`src/rtl/fetch_queue.sv`:
```
// Instruction fetch queue: credit-limited request issue, in-order response queue, redirect flush.
// Optional same-cycle response bypass to the core when FETCH_QUEUE_BYPASS_EN is defined.
module fetch_queue #(
   parameter int unsigned DEPTH    = 4,
   parameter logic [31:0] RESET_PC = 32'h0
) (
   input  logic        clk,
   input  logic        reset,
   input  logic        redirect_valid,
   input  logic [31:0] redirect_pc,
   input  logic        halt,
   output logic        imem_req_valid,
   output logic [31:0] imem_req_addr,
   input  logic        imem_req_ready,
   input  logic        imem_resp_valid,
   input  logic [31:0] imem_resp_data,
   output logic        inst_valid,
   output logic [31:0] inst,
   output logic [31:0] inst_pc,
   input  logic        inst_ready
);

   localparam int unsigned AW = $clog2(DEPTH);
   localparam int unsigned CW = AW + 1;
   localparam logic [CW:0] DEPTH_W = DEPTH[CW:0];

   typedef enum logic {FETCH, HALTED} state_t;

   state_t        state, state_next;
   logic [31:0]   fetch_pc, resp_pc;
   logic [CW-1:0] occupancy, in_flight, drop_count;
   logic [AW-1:0] head, tail;
   logic [31:0]   q_data [DEPTH];
   logic [31:0]   q_pc   [DEPTH];

   logic          req_fire, resp_live, resp_drop, resp_keep;
   logic          bypass, push, pop, q_pop;
   logic [CW:0]   credit_sum;

   always_comb begin
      state_next = state;
      if (redirect_valid)
         state_next = FETCH;
      else if (state == FETCH && halt)
         state_next = HALTED;
   end

   always_comb begin
      credit_sum     = {1'b0, occupancy} + {1'b0, in_flight};
      imem_req_valid = !reset && (state == FETCH) && !redirect_valid && (credit_sum < DEPTH_W);
      imem_req_addr  = reset ? RESET_PC : fetch_pc;
      req_fire       = imem_req_valid && imem_req_ready;

      // Responses with nothing outstanding are spurious and never touch the counters.
      resp_live = !reset && imem_resp_valid && (in_flight != '0);
      resp_drop = resp_live && (drop_count != '0);
      resp_keep = resp_live && (drop_count == '0) && !redirect_valid;

`ifdef FETCH_QUEUE_BYPASS_EN
      bypass = resp_keep && (occupancy == '0);
`else
      bypass = 1'b0;
`endif

      inst_valid = !reset && ((occupancy != '0) || bypass);
      inst       = '0;
      inst_pc    = '0;
      if (!reset) begin
`ifdef FETCH_QUEUE_BYPASS_EN
         if (occupancy == '0) begin
            inst    = imem_resp_data;
            inst_pc = resp_pc;
         end else begin
            inst    = q_data[head];
            inst_pc = q_pc[head];
         end
`else
         inst    = q_data[head];
         inst_pc = q_pc[head];
`endif
      end

      pop   = inst_valid && inst_ready && !redirect_valid;
      q_pop = pop && (occupancy != '0);
      // A bypassed word taken by the core the same cycle never occupies a slot.
      push  = resp_keep && !(bypass && inst_ready);
   end

   always_ff @(posedge clk) begin
      if (reset) begin
         state      <= FETCH;
         fetch_pc   <= RESET_PC;
         resp_pc    <= RESET_PC;
         occupancy  <= '0;
         in_flight  <= '0;
         drop_count <= '0;
         head       <= '0;
         tail       <= '0;
      end else begin
         state     <= state_next;
         in_flight <= in_flight + CW'(req_fire) - CW'(resp_live);
         if (redirect_valid) begin
            fetch_pc   <= redirect_pc;
            resp_pc    <= redirect_pc;
            occupancy  <= '0;
            head       <= '0;
            tail       <= '0;
            drop_count <= in_flight - CW'(resp_live);
         end else begin
            if (req_fire)
               fetch_pc <= fetch_pc + 32'd4;
            if (resp_drop)
               drop_count <= drop_count - 1'b1;
            if (resp_keep)
               resp_pc <= resp_pc + 32'd4;
            if (push)
               tail <= tail + 1'b1;
            if (q_pop)
               head <= head + 1'b1;
            occupancy <= occupancy + CW'(push) - CW'(q_pop);
         end
      end
   end

   always_ff @(posedge clk) begin
      if (push) begin
         q_data[tail] <= imem_resp_data;
         q_pc[tail]   <= resp_pc;
      end
   end

endmodule

```
`config.mk`:
```
export PLATFORM = sky130hd
export DESIGN_NAME = fetch_queue
export DESIGN_NICKNAME = d
export VERILOG_FILES = /design/src/rtl/fetch_queue.sv
export SDC_FILE = /design/constraint.sdc
export NUM_CORES = 1
export LEC_CHECK = 0
export ABC_AREA = 1
export ABC_CLOCK_PERIOD_IN_PS = 16100
export CAP_MARGIN = 10
export CORE_ASPECT_RATIO = 1.2
export CORE_MARGIN = 2
export CORE_UTILIZATION = 60
export DETAILED_ROUTE_END_ITERATION = 16
export MAX_ROUTING_LAYER = met4
export PLACE_DENSITY = 0.83
export SLEW_MARGIN = 20
export SYNTH_ARGS = -nofsm -noshare
export SYNTH_HDL_FRONTEND = slang
export SYNTH_SLANG_ARGS = --single-unit
```
`constraint.sdc`:
```
create_clock -name clk -period 16.1 [get_ports clk]
set_clock_uncertainty 0.15 [all_clocks]
set_input_delay 4.83 -clock clk [delete_from_list [all_inputs] [get_ports clk]]
set_output_delay 4.83 -clock clk [all_outputs]
set_load 0.03 [all_outputs]
```
==> flow_summary.yaml <==
routing:
  drc: 0
  wl_per_cell_um: 16.74
  via_per_inst: 5.589
  drtAntennaViolNets: 0
  drtIter0Drc: 1003
  dr.pass1.iters: 6
  drt-total-wl_um: 35660
  num_vias: 11900
placed_design:
  dp_hpwl_um: 22120
  place_congestion: 0.9605
  place_ws_ns: 4.048
  io_buffers: 168
clock_network:
  cts.root.buffer_cell: "clkbuf_16"
  clkSlewWorstSetupHoldPaths_ns: 0.06
  cts_tree: "built"
  hold_buffers: 0
  clock_path_buffers: 3
  htree_levels: 2
  clk_latency_ns: 0.51
  post_cts.repair.setup_buffers: 0
  clock_sinks: 336
  numCtsBuffers: 34
  cts.repair.resized: 0
setup_path:
  crit_path_max_fanout: 83
  startpoint: "reset"
  crit_path_end_kind: "output port"
  crit_chain: "buf_4, buf_4, a21oi_1, clkdlybuf4s50_1"
  startpoint_type: "input port"
  crit_slowest_cell: "buf_4"
  cp.required_ns: 11.12
  cpPeakStageDelay_ns: 0.79
  crit_top_cell: "buf_4"
  r2r_end: "occupancy[2]"
  critPathKind: "input port to output port"
  r2r-start: "drop_count[0]"
  r2r.worst_path.cells: 12
  cp.arrival_ns: 7.07
  r2r_slack_ns: 13.36
synth:
  synth_cells: 1641
  synth_warnings: 0
  syn_area_sq_mm: 0.01513
  synth_area_per_cell_sq_um: 9.220
  ys_seq_area_share_pct: 61.40
  synth_cell_types: 34
  synth-seq-cells: 336
  syn_nets: 1730
sta:
  setup_violations: 0
  setup_ws_ns: 4.046
  fin_crit_ns: 12.05
  worstMarginPinSlew_ns: 0.9781
  hold_viol_final: 0
  tns_ns: 0
  period_share_pct: 74.87
  max_slew_margin_pct: 34.79
  rsz0062_at_grt: "no"
  slew_viol_final: 0
  fmax_mhz: 82.96
hold_path:
  min_path_cells: 2
  min_path_type: "flop to flop"
  hold_path.startpoint: "head[1]"
global_route:
  grt-ovfl-total: 0
  antenna_found_initial: 0
  grt_max_degree: 103
  grt_pass1_wl_um: 55490
  grtUsageTotal_pct: 27.46
  grt_pass1_vias: 11230
final_layout:
  seq_area_sq_mm: 0.009294
  multi_input_area_sq_mm: 0.005061
  drive_gt1_share_pct: 4.820
  fin_nets: 1870
  synthToLayoutAreaGrowth_pct: 18.99
  num-fill-cells: 1776
  num_antenna_cells: 0
die:
  ios: 169
  core_sq_mm: 0.02475
  chipWidth_um: 149.0
  die_y_um: 178.0
  placementRows: 63
  die_area_sq_mm: 0.02651
  start_util_pct: 61.13
power_and_ir_drop:
  powerDensity_mw_per_mm2: 104.3
  leakage_nw: 6.508
  peakVddDrop_mv: 0.08744
status:
  run_status: "finished clean"
job:
  cap_viol_max_count: 0
==> sequential cells by signal (all words and copies together) (netlist names), named ones only <==
name and flops:
q_data 128, q_pc 128, fetch_pc 32, resp_pc 32
drop_count 3, in_flight 3, occupancy 3, head 2
tail 2, state 1
==> where the power goes <==
part | switching, W | leakage, nW | internal (W)
registers | 0.0000257 | 2.99 | 0.000959
logic | 0.000111 | 3.03 | 0.0000674
clock network | 0.000308 | 0.493 | 0.000408
==> cells in the mapped netlist <==
cell type  instances  area (sq um)
o21ai_1           16         80.08
or2_2              4         25.02
nand4_1           12         75.07
inv_1            119         446.7
buf_6              3         33.78
clkbuf_1          35         131.4
o22ai_1            3         18.77
nor3_2             1         10.01
a21oi_1          116         580.6
nor2_2             7         43.79
xor2_1            12         105.1
o211ai_1           3         22.52
ha_1              16         200.2
buf_1             15         56.30
xnor2_1            2         17.52
nand3b_1           4         30.03
a31oi_1            7         43.79
nand2_2            3         18.77
clkinv_2           2         10.01
nor3_1             1         5.000
fa_1               2         40.04
nor2_4             3         33.78
a221oi_1           1         8.760
nand2_1          240         900.9
buf_4              3         22.52
nor4_1             1         6.260
buf_2             18         90.09
nand3_1           71         355.3
nand2_4            2         22.52
edfxtp_1         256          7687
inv_2              5         18.77
o21ai_0          174         870.8
dfxtp_1           80          1602
nor2_1           404          1516
==> kinds of logic (layout without fill, tap and decap cells) <==
group | after synthesis | in the layout | share of synthesized area (%)
and+or+nand+nor | 753 | 753 | 20.11
DFF | 336 | 336 | 61.40
AOI/OAI and AO/OA | 320 | 320 | 10.74
buffers and inverters | 200 | 364 | 5.351
adders and majority gates | 18 | 18 | 1.588
xor gates and xnor gates | 14 | 14 | 0.8105
==> cells in the final DEF, fill, tap and decap left out, types with 9 or more instances in the layout <==
cell type	instances
nand3_1	71
inv_1	119
clkinv_1	9
nand4_1	12
buf_4	11
xor2_1	12
dfxtp_1	78
ha_1	16
nor2_1	400
clkbuf_16	34
edfxtp_1	256
clkdlybuf4s50_1	167
nand2_1	240
o21ai_0	174
a21oi_1	116
o21ai_1	16
==> how the worst max path moves through the flow <==
stage | endpoint | slack, ns | cells past startpoint
finish | inst[1] | 4.05 | 4
global route | imem_req_addr[7] | 3.91 | 4
CTS | imem_req_addr[7] | 4.05 | 4
detailed placement | imem_req_addr[7] | 4.05 | 4
global placement | imem_req_addr[7] | 4.06 | 4
floorplan | inst_pc[10] | 5.29 | 4
==> layout make-up <==
class / count / area share, %
multi-input combinational: 1105 / 28.11
tap: 325 / 2.259
clock buffer: 42 / 4.893
sequential: 336 / 51.63
timing repair buffer: 178 / 9.744
clock inverter: 18 / 0.7228
inverter: 126 / 2.641
==> critical path: cells and delay by family <==
kind | cells | cell delay [ns]
buffers and inverters | 3 | 2.04
AO/OA/AOI/OAI | 1 | 0.12
==> routing by layer <==
| layer | wire [um] | vias to the layer above | track usage (%) |
|---|---|---|---|
| met1 | 14070 | 5486 | 34.08 |
| li1 | - | 5777 | - |
| met5 | 0 | - | - |
| met2 | 17530 | 552 | 46.18 |
| met4 | 1358 | 0 | 11.67 |
| met3 | 2700 | 89 | 2.853 |
==> metrics by stage <==
stage	cell area, sq um	hold WS, ns	utilization, %	power, W	std cells
finish	18000	0.3296	72.73	0.001879	2130
floorplan	15130	0.2864	-	0.001107	1641
global route	18000	0.3588	72.73	0.001941	2130
detailed placement	16990	0.3109	68.65	0.001178	2070
global placement	16990	0.2975	68.65	0.001173	2070
CTS	18000	0.3260	72.73	0.001887	2130
(Power assumes the default switching activity.)
